<file path="src/rtl/alu_pkg.sv">
// Opcode and FSM state encodings shared by the sequential ALU and its bench.
// Latency: none (definitions only); backpressure: n/a.
package alu_pkg;

    localparam logic [2:0] OP_ADD = 3'b000;
    localparam logic [2:0] OP_SUB = 3'b001;
    localparam logic [2:0] OP_ADC = 3'b010;
    localparam logic [2:0] OP_SBC = 3'b011;
    localparam logic [2:0] OP_AND = 3'b100;
    localparam logic [2:0] OP_OR  = 3'b101;
    localparam logic [2:0] OP_XOR = 3'b110;
    localparam logic [2:0] OP_MUL = 3'b111;

    localparam logic [0:0] ST_IDLE = 1'b0;
    localparam logic [0:0] ST_MUL  = 1'b1;

    function automatic logic op_inverts_b(input logic [2:0] op);
        return (op == OP_SUB) || (op == OP_SBC);
    endfunction

endpackage

</file>
<file path="src/rtl/alu_addsub_core.sv">
// Combinational WIDTH-bit adder with optional b inversion and carry-in.
// Latency: 0 cycles; backpressure: none.
module alu_addsub_core #(
    parameter int WIDTH = 16
) (
    input  logic [WIDTH-1:0] i_a,
    input  logic [WIDTH-1:0] i_b,
    input  logic             i_inv_b,
    input  logic             i_cin,
    output logic [WIDTH-1:0] o_sum,
    output logic             o_cout,
    output logic             o_ovf
);

    logic [WIDTH-1:0] w_b;
    logic [WIDTH:0]   w_full;

    assign w_b    = i_inv_b ? ~i_b : i_b;
    assign w_full = {1'b0, i_a} + {1'b0, w_b} + {{WIDTH{1'b0}}, i_cin};
    assign o_sum  = w_full[WIDTH-1:0];
    assign o_cout = w_full[WIDTH];
    // Overflow is judged against the effective (possibly inverted) b operand.
    assign o_ovf  = (i_a[WIDTH-1] == w_b[WIDTH-1]) && (w_full[WIDTH-1] != i_a[WIDTH-1]);

endmodule

</file>
<file path="src/rtl/alu_seq.sv">
// Sequential ALU: single-edge add/sub/logic ops, iterative shift-add MUL, registered flags.
// Latency: 1 edge (non-MUL), WIDTH edges (MUL); start is ignored while busy, no queuing.
module alu_seq
    import alu_pkg::*;
#(
    parameter int WIDTH = 16
) (
    input  logic             i_clk,
    input  logic             i_rst_n,
    input  logic             i_start,
    input  logic [2:0]       i_op,
    input  logic [WIDTH-1:0] i_a,
    input  logic [WIDTH-1:0] i_b,
    output logic [WIDTH-1:0] o_result,
    output logic [WIDTH-1:0] o_result_hi,
    output logic             o_flag_c,
    output logic             o_flag_v,
    output logic             o_flag_z,
    output logic             o_flag_n,
    output logic             o_busy,
    output logic             o_done
);

    localparam int CW = $clog2(WIDTH);
    localparam logic [CW-1:0] LAST_STEP = CW'(WIDTH - 2);

    logic [0:0]       r_state;
    logic [WIDTH-1:0] r_mcand;
    logic [WIDTH-1:0] r_hi;
    logic [WIDTH-1:0] r_lo;
    logic [CW-1:0]    r_cnt;
    logic [WIDTH-1:0] r_result;
    logic [WIDTH-1:0] r_result_hi;
    logic             r_flag_c;
    logic             r_flag_v;
    logic             r_flag_z;
    logic             r_flag_n;
    logic             r_done;

    logic             w_in_mul;
    logic [WIDTH-1:0] w_add_a;
    logic [WIDTH-1:0] w_add_b;
    logic             w_inv_b;
    logic             w_cin;
    logic [WIDTH-1:0] w_sum;
    logic             w_cout;
    logic             w_ovf;
    logic [WIDTH-1:0] w_logic;
    logic [WIDTH-1:0] w_res;
    logic [WIDTH-1:0] w_pp0;
    logic [WIDTH-1:0] w_hi_add;
    logic             w_c_add;
    logic [WIDTH-1:0] w_hi_nxt;
    logic [WIDTH-1:0] w_lo_nxt;

    assign w_in_mul = (r_state == ST_MUL);

    // The adder is shared: operand path in IDLE, accumulate path while multiplying.
    assign w_add_a = w_in_mul ? r_hi    : i_a;
    assign w_add_b = w_in_mul ? r_mcand : i_b;
    assign w_inv_b = !w_in_mul && op_inverts_b(i_op);

    always_comb begin
        w_cin = 1'b0;
        if (!w_in_mul) begin
            case (i_op)
                OP_SUB:         w_cin = 1'b1;
                OP_ADC, OP_SBC: w_cin = r_flag_c;
                default:        w_cin = 1'b0;
            endcase
        end
    end

    alu_addsub_core #(.WIDTH(WIDTH)) u_addsub (
        .i_a     (w_add_a),
        .i_b     (w_add_b),
        .i_inv_b (w_inv_b),
        .i_cin   (w_cin),
        .o_sum   (w_sum),
        .o_cout  (w_cout),
        .o_ovf   (w_ovf)
    );

    always_comb begin
        w_logic = '0;
        case (i_op)
            OP_AND:  w_logic = i_a & i_b;
            OP_OR:   w_logic = i_a | i_b;
            OP_XOR:  w_logic = i_a ^ i_b;
            default: w_logic = '0;
        endcase
    end

    assign w_res = i_op[2] ? w_logic : w_sum;

    // Product register {r_hi, r_lo} shifts right one bit per step; multiplier bit 0
    // is consumed on the accepting edge so WIDTH bits fit in WIDTH-1 busy cycles.
    assign w_pp0    = i_a & {WIDTH{i_b[0]}};
    assign w_hi_add = r_lo[0] ? w_sum : r_hi;
    assign w_c_add  = r_lo[0] & w_cout;
    assign w_hi_nxt = {w_c_add, w_hi_add[WIDTH-1:1]};
    assign w_lo_nxt = {w_hi_add[0], r_lo[WIDTH-1:1]};

    always_ff @(posedge i_clk or negedge i_rst_n) begin
        if (!i_rst_n) begin
            r_state     <= ST_IDLE;
            r_mcand     <= '0;
            r_hi        <= '0;
            r_lo        <= '0;
            r_cnt       <= '0;
            r_result    <= '0;
            r_result_hi <= '0;
            r_flag_c    <= 1'b0;
            r_flag_v    <= 1'b0;
            r_flag_z    <= 1'b0;
            r_flag_n    <= 1'b0;
            r_done      <= 1'b0;
        end else begin
            r_done <= 1'b0;
            if (r_state == ST_IDLE) begin
                if (i_start) begin
                    if (i_op == OP_MUL) begin
                        r_mcand <= i_a;
                        r_hi    <= {1'b0, w_pp0[WIDTH-1:1]};
                        r_lo    <= {w_pp0[0], i_b[WIDTH-1:1]};
                        r_cnt   <= '0;
                        r_state <= ST_MUL;
                    end else begin
                        r_result    <= w_res;
                        r_result_hi <= '0;
                        r_flag_c    <= i_op[2] ? 1'b0 : w_cout;
                        r_flag_v    <= i_op[2] ? 1'b0 : w_ovf;
                        r_flag_z    <= (w_res == '0);
                        r_flag_n    <= w_res[WIDTH-1];
                        r_done      <= 1'b1;
                    end
                end
            end else begin
                r_hi  <= w_hi_nxt;
                r_lo  <= w_lo_nxt;
                r_cnt <= r_cnt + 1'b1;
                if (r_cnt == LAST_STEP) begin
                    r_result    <= w_lo_nxt;
                    r_result_hi <= w_hi_nxt;
                    r_flag_c    <= |w_hi_nxt;
                    r_flag_v    <= 1'b0;
                    r_flag_z    <= (w_lo_nxt == '0);
                    r_flag_n    <= w_lo_nxt[WIDTH-1];
                    r_done      <= 1'b1;
                    r_state     <= ST_IDLE;
                end
            end
        end
    end

    assign o_result    = r_result;
    assign o_result_hi = r_result_hi;
    assign o_flag_c    = r_flag_c;
    assign o_flag_v    = r_flag_v;
    assign o_flag_z    = r_flag_z;
    assign o_flag_n    = r_flag_n;
    assign o_busy      = w_in_mul;
    assign o_done      = r_done;

endmodule

</file>
<file path="config.mk">
export PLATFORM = sky130hd
export DESIGN_NAME = alu_seq
export DESIGN_NICKNAME = d
export VERILOG_FILES = /design/src/rtl/alu_pkg.sv /design/src/rtl/alu_addsub_core.sv /design/src/rtl/alu_seq.sv
export SDC_FILE = /design/constraint.sdc
export NUM_CORES = 1
export LEC_CHECK = 0
export ABC_AREA = 1
export CORE_ASPECT_RATIO = 0.75
export CORE_MARGIN = 10
export CORE_UTILIZATION = 25
export CTS_BUF_LIST = sky130_fd_sc_hd__clkbuf_16
export DETAILED_ROUTE_END_ITERATION = 6
export MAX_ROUTING_LAYER = met4
export PLACE_DENSITY_LB_ADDON = 0.15
export SYNTH_ARGS = -nofsm -noshare
export SYNTH_HDL_FRONTEND = slang
export SYNTH_SLANG_ARGS = --single-unit
</file>
<file path="constraint.sdc">
create_clock -name i_clk -period 3.05 [get_ports i_clk]
set_input_delay 0.7625 -clock i_clk [delete_from_list [all_inputs] [get_ports i_clk]]
set_output_delay 0.7625 -clock i_clk [all_outputs]
set_load 0.05 [all_outputs]
</file>
* Word level (Yosys, flattened, before mapping) *
Index checks and enable logic that the tools add are counted.
W data, S select, Z words.

word-level totals
  register bits = 90
  bits of input ports = 38
  output and inout bits = 38
  logic and storage cells = 98

operators by class
  add/sub/neg operators = 3
  eq/ne operators = 12
  muxes and demuxes = 51
  bitwise logic cells = 7
  reductions and logical operators = 13

operators by type and width
  cell                   count
  $mux W16               19
  $pmux W16 S3           1
  $and A16 B16 Y16       2
  $logic_not A16 Y1      2
  $mux W1                27
  $add A16 B16 Y17       1
  $add A17 B1 Y17        1
  $not A16 Y16           1
  $or A16 B16 Y16        1
  $reduce_or A16 Y1      1
  $xor A16 B16 Y16       1
  $eq A3 B3 Y1 const B   4
  $mux W4                3
  $eq A3 B2 Y1 const B   2
  $reduce_and A3 Y1      2
  $add A4 B1 Y4 const B  1
  $eq A4 B4 Y1 const B   1
  $reduce_bool A2 Y1     2
  $eq A3 B1 Y1 const B   1
  $logic_and A1 B1 Y1    2
  $ne A2 B1 Y1 const B   1
  $ne A2 B2 Y1 const B   1
  $pmux W1 S2            1
  $reduce_and A2 Y1      1
  other kinds (7)        7

* Depth between registers and ports, before layout *
Gate-level depths: netlist of run 1.

  word-level depth = 12
  gate-level depth with buffers = 23
  depth with buffers taken out = 20

* Modules after synthesis *
From an unflattened synthesis of run 1, not the netlist that was laid out.

unflattened totals
  cells, all modules = 891
  area, all modules = 6507.5 um^2

by module, submodules not included
  module           times used  cells each  area an instance (um^2)  seq. area each (um^2)
  alu_seq          1           695         5357.6                   2227.1
  alu_addsub_core  1           196         1149.9                   0.0

* Worst setup path after synthesis of run 1 *
Ideal clock, no wire load.

  path kind = reg2reg
  start = register r_state (netlist: o_busy)
  end = register r_flag_z (netlist: o_flag_z)
  library setup time = 0.073 ns
  data arrival time = 3.562 ns
  required time = 2.977 ns
  setup slack = -0.585 ns
  stages on the path, launching flop included = 23
  buffers on the path = 3
  clock period less this slack = 3.635 ns
  path through = dfrtp_1 buf_2 clkbuf_1 clkbuf_1 o21ai_0 xnor2_1 fa_1 fa_1 nand2_1 nand2_1 nand3_1 nand2_1 nand2_1 nand2_1 nand2_1 nand2_1 nand2_1 nand2_1 nor2_1 nand2_1 nor2_1 nand2_1 a21oi_2

between the ends
  word-level cells in the longest chain between the ends = 10
  elaborated cells between the ends (all ways) = 21
  classes of those cells = add/sub (2); eq/ne (2); mux (10); bitwise (1); reduce/logical (6)

RTL lines
  item                                                        line                                  RTL
  from (decl)                                                 alu_seq.sv:27                         logic [0:0] r_state;
  from (signal assigned)                                      alu_seq.sv:106                        r_state <= ST_IDLE;
  from (signal assigned)                                      alu_seq.sv:127                        r_state <= ST_MUL;
  from (signal assigned)                                      alu_seq.sv:150                        r_state <= ST_IDLE;
  $mux W16 / $logic_not A1 Y1 (equally long branches)         -
  $not A16 Y16 / $logic_and A1 B1 Y1 (equally long branches)  alu_addsub_core.sv:18, alu_seq.sv:61
  $mux W16                                                    alu_addsub_core.sv:18                 assign w_b = i_inv_b ? ~i_b : i_b;
  $add A16 B16 Y17                                            alu_addsub_core.sv:19                 assign w_full = {1'b0, i_a} + {1'b0, w_b} + {{WIDTH{1'b0}}, i_cin};
  $add A17 B1 Y17                                             alu_addsub_core.sv:19
  $mux W16                                                    alu_seq.sv:94                         assign w_res = i_op[2] ? w_logic : w_sum;
  $logic_not A16 Y1                                           alu_seq.sv:133                        r_flag_z <= (w_res == '0);
  $mux W1                                                     alu_seq.sv:122                        if (i_op == OP_MUL) begin
  $mux W1                                                     alu_seq.sv:121                        if (i_start) begin
  $mux W1                                                     alu_seq.sv:120                        if (r_state == ST_IDLE) begin
  to (signal assigned)                                        alu_seq.sv:133
  to (signal assigned)                                        alu_seq.sv:147                        r_flag_z <= (w_lo_nxt == '0);
  to (decl)                                                   alu_seq.sv:36                         logic r_flag_z;

Several ways; a longest one is shown, not always the timed one. The select of a mux whose other input is x is not followed.
A chain may end at the register's enable or synchronous reset.

* Worst setup path in the final report of run 1 *
  start = register r_state (netlist: o_busy)
  end = register r_result[10] (netlist: o_result[10])

between the ends
  word-level cells in the longest chain between the ends = 9
  elaborated cells between the ends (all ways) = 17
  classes of those cells = add/sub (2); eq/ne (2); mux (8); bitwise (1); reduce/logical (4)

RTL lines
  item                                                        line                                  RTL
  $mux W16 / $logic_not A1 Y1 (equally long branches)         -
  $not A16 Y16 / $logic_and A1 B1 Y1 (equally long branches)  alu_addsub_core.sv:18, alu_seq.sv:61
  $mux W16                                                    alu_addsub_core.sv:18
  $add A16 B16 Y17                                            alu_addsub_core.sv:19
  $add A17 B1 Y17                                             alu_addsub_core.sv:19
  $mux W16                                                    alu_seq.sv:94
  $mux W16                                                    alu_seq.sv:122
  $mux W16                                                    alu_seq.sv:121
  $mux W16                                                    alu_seq.sv:120
  to (signal assigned)                                        alu_seq.sv:129                        r_result <= w_res;
  to (signal assigned)                                        alu_seq.sv:143                        r_result <= w_lo_nxt;
  to (decl)                                                   alu_seq.sv:32                         logic [WIDTH-1:0] r_result;

Several ways; a longest one is shown, not always the timed one. The select of a mux whose other input is x is not followed.

==> flow_summary.json, run 1 <==
{
  "cts.sinks": 89,
  "firstDrtPassIters": 5,
  "leakage_nw": 4.719,
  "clk_pin_slew_worst_paths_ps": 70,
  "nets": 1198,
  "io-pin-count": 76,
  "drtIter0Drc": 452,
  "post_synth_num_cell_types": 47,
  "synth-seq-cells": 89,
  "cts_made_buffers": 9,
  "status": "completed",
  "ant_nets": 0,
  "maxCapViolCount": 0,
  "hold_viol": 0,
  "synth_warnings": 0,
  "r2r_slack_ps": 20,
  "mappedNetlistArea_sq_mm": 0.006506,
  "setup_viol": 0,
  "worst-endpoint-arrival_ps": 3270,
  "final_util_pct": 36.54,
  "r2r-start": "o_busy",
  "worst_ep_required_time_ps": 3280,
  "relSlewSlack_pct": 45.58,
  "crit_top_cell": "nand2_1",
  "rr_worst_depth": 19,
  "die-height_microns": 159.7,
  "place.port_buffers": 75,
  "hp-class": "primary input to asynchronous set/reset pin",
  "fin_crit_sh_pct": 99.38,
  "period_needed_ps": 3031,
  "syn_to_final_growth_pct": 44.79,
  "whs_ps": 434.0,
  "grt-ovfl-total": 0,
  "start_kind": "flop",
  "r2r_end": "o_result[10]",
  "grt_max_degree": 50,
  "critPathMaxStageDelay_ps": 560,
  "gp_congestion": 0.8829,
  "drcViolationCount": 0,
  "peakVddDrop_v": 0.0003958,
  "rsz0062_at_grt": "yes",
  "dieArea_sq_mm": 0.03295,
  "synth_nets": 994,
  "antenna_found_initial": 0,
  "worstMarginPinSlew_ps": 815.4,
  "crit_fanout": 6,
  "vias": 6720,
  "clk_path_buf_depth": 2,
  "grt_pass1_wl_mm": 39.30,
  "fin_skew_ps": 7.070,
  "insertion_delay_ps": 370,
  "cts.htree.levels": 3,
  "core_sq_mm": 0.02578,
  "crit_chain": "nor2_4 > nand2_4 > xnor2_4 > fa_2 > fa_2 > nand2_1 > nand2_1 > nand3_2 > nand2_4 > nand2_2 > nand2_1 > nand2_1 > nand2_1 > nand2_1 > nand2_2 > buf_4 > buf_4 > nand2_2 > a31oi_1",
  "fillers": 2772,
  "initial_core_util_pct": 25.24,
  "dpl.hpwl_mm": 19.68,
  "worstSetupPathType": "flop to flop",
  "drive_gt1_share_pct": 25.85,
  "wl_mm": 26.57,
  "clock.fmax_mhz": 329.9,
  "wl_per_cell_microns": 18.22,
  "p_per_area_mw_per_mm2": 1327,
  "slowest_stage": "dfrtp_4",
  "cts_tree": "built",
  "mostFrequentLayoutCells": "nand2_1, buf_4, inv_1, dfrtp_1, clkdlybuf4s50_1",
  "cp-end-kind": "flop",
  "syn_area_per_cell_sq_um": 7.189,
  "synth_cells": 905,
  "vias_per_cell": 4.609,
  "grt.total_usage_pct": 15.96,
  "slew_viol_final": 0,
  "seq_area_frac_synth_pct": 34.23,
  "die_x_microns": 206.3,
  "n_antenna_cell": 0,
  "fp-row-count": 51,
  "cts-root-buf": "clkbuf_16",
  "layout_commonest_cell": "nand2_1",
  "grt_pass1_vias": 6528
}
## area by class of cell
cell class,count,area (sq um),share of cell area (%)
Multi-Input combinational cell,670,4018,42.65
Sequential cell,89,2231,23.68
Clock buffer,9,225.2,2.391
Clock inverter,7,38.79,0.4117
Timing Repair Buffer,230,2068,21.96
Tap cell,344,430.4,4.569
Inverter,109,409.1,4.343
## sequential cells by signal, indices dropped and copies added, names as in the netlist
| name | cells |
|---|---|
| o_busy | 1 |
| o_done | 1 |
| o_flag_c | 1 |
| o_flag_n | 1 |
| o_flag_v | 1 |
| o_flag_z | 1 |
| o_result | 15 |
| o_result_hi | 16 |
| r_cnt | 4 |
| r_hi | 16 |
| r_lo | 16 |
| r_mcand | 16 |
## power by group
part           internal (mW)  total [mW]  switching (mW)
clock                  0.544        1.06           0.519
sequential              1.73        2.10           0.367
combinational           3.90        9.33            5.44
## worst max path at each step
stage / from / to / slack (ps) / depth (start not counted)
after global placement: i_op[2] / o_flag_c / -650 / 18
after floorplan: o_busy / o_flag_z / 10 / 23
after detailed placement: i_op[2] / o_flag_c / -640 / 18
after global routing: o_busy / o_flag_z / -150 / 20
final: o_busy / o_result[10] / 20 / 19
after CTS: i_b[2] / o_flag_c / 3 / 20
## worst max-delay path: cells and delay by family, from the launching register on
kind | cells | cell delay, ps
fa+ha+maj | 2 | 820
compound gates | 1 | 80
flops | 1 | 560
buf+inv | 2 | 280
simple gates | 13 | 980
xor+xnor | 1 | 170
## routing by layer
layer | part of all wire (%) | up-vias | track usage (%)
met5 | 0 | - | -
met4 | 0.83 | 0 | 2.681
met3 | 3.8 | 15 | 2.871
met2 | 44 | 127 | 23.82
met1 | 51 | 3199 | 22.24
li1 | - | 3379 | -
## kinds of logic (layout without fill, tap and decap cells)
kind of cell	Yosys count	count (layout)	synth area share (%)
AND/OR/NAND/NOR	454	454	29.21
buffers and inverters	146	355	9.308
AO/OA/AOI/OAI	144	144	14.37
flip-flops	89	89	34.23
adder cells (fa/ha/maj)	51	51	10.04
XOR/XNOR	20	20	2.692
multiplexers	1	1	0.1539
## through the flow
step | area [sq um] | setup WS, ps | setup TNS (ps) | total power [mW] | cells
6_report | 9420 | 18.84 | 0 | 12.50 | 1458
5_1_grt | 9420 | -148.9 | -495.7 | 13.48 | 1458
2_1_floorplan | 6554 | 9.714 | 0 | 6.902 | 905
3_5_place_dp | 8576 | -642.5 | -19260 | 10.19 | 1422
4_1_cts | 9001 | 2.709 | 0 | 11.69 | 1445
3_3_place_gp | 8576 | -647.9 | -18840 | 10.21 | 1422
## cells in the mapped netlist (all sizes together)
library cell,n,share of area (%)
nand2,318,19
inv,109,6.3
dfrtp,89,34
o21ai,68,5.2
nor2,60,3.7
nand3,53,4.5
ha,49,9.4
buf,23,2.2
xnor2,18,2.4
o311ai,16,2.2
a21oi,15,1.2
a31oi,15,1.4
clkbuf,14,0.81
a221oi,9,1.7
o221ai,8,1.1
o211ai,5,0.58
and2,4,0.38
nand3b,4,0.46
nand4,4,0.38
nor4,4,0.38
or2,4,0.38
o2111ai,3,0.40
fa,2,0.62
nor3,2,0.23
xor2,2,0.27
a22oi,1,0.12
a31o,1,0.13
and3,1,0.096
mux2i,1,0.15
o21bai,1,0.12
o22ai,1,0.096
o31ai,1,0.12
## timing repair
| action | 4_1_cts | 5_1_grt |
|---|---|---|
| buffers inserted | 7 | 9 |
| cloned | 0 | 4 |
| endpoints found under the setup margin | 26 | 31 |
| pin swaps | 24 | 46 |
| gates resized for setup | 40 | 89 |
| hold buffers | 0 | 0 |
(Power assumes the default switching activity.)
==> inputs of run 2 (changes only) <==
--- a/config.mk
+++ b/config.mk
@@ -6,6 +6,7 @@
 export NUM_CORES = 1
 export LEC_CHECK = 0
 export ABC_AREA = 1
+export CAP_MARGIN = 15
 export CORE_ASPECT_RATIO = 0.75
 export CORE_MARGIN = 10
 export CORE_UTILIZATION = 25
==> results of run 2 <==
No change in the layout: final DEF, timing and power equal those of run 1.
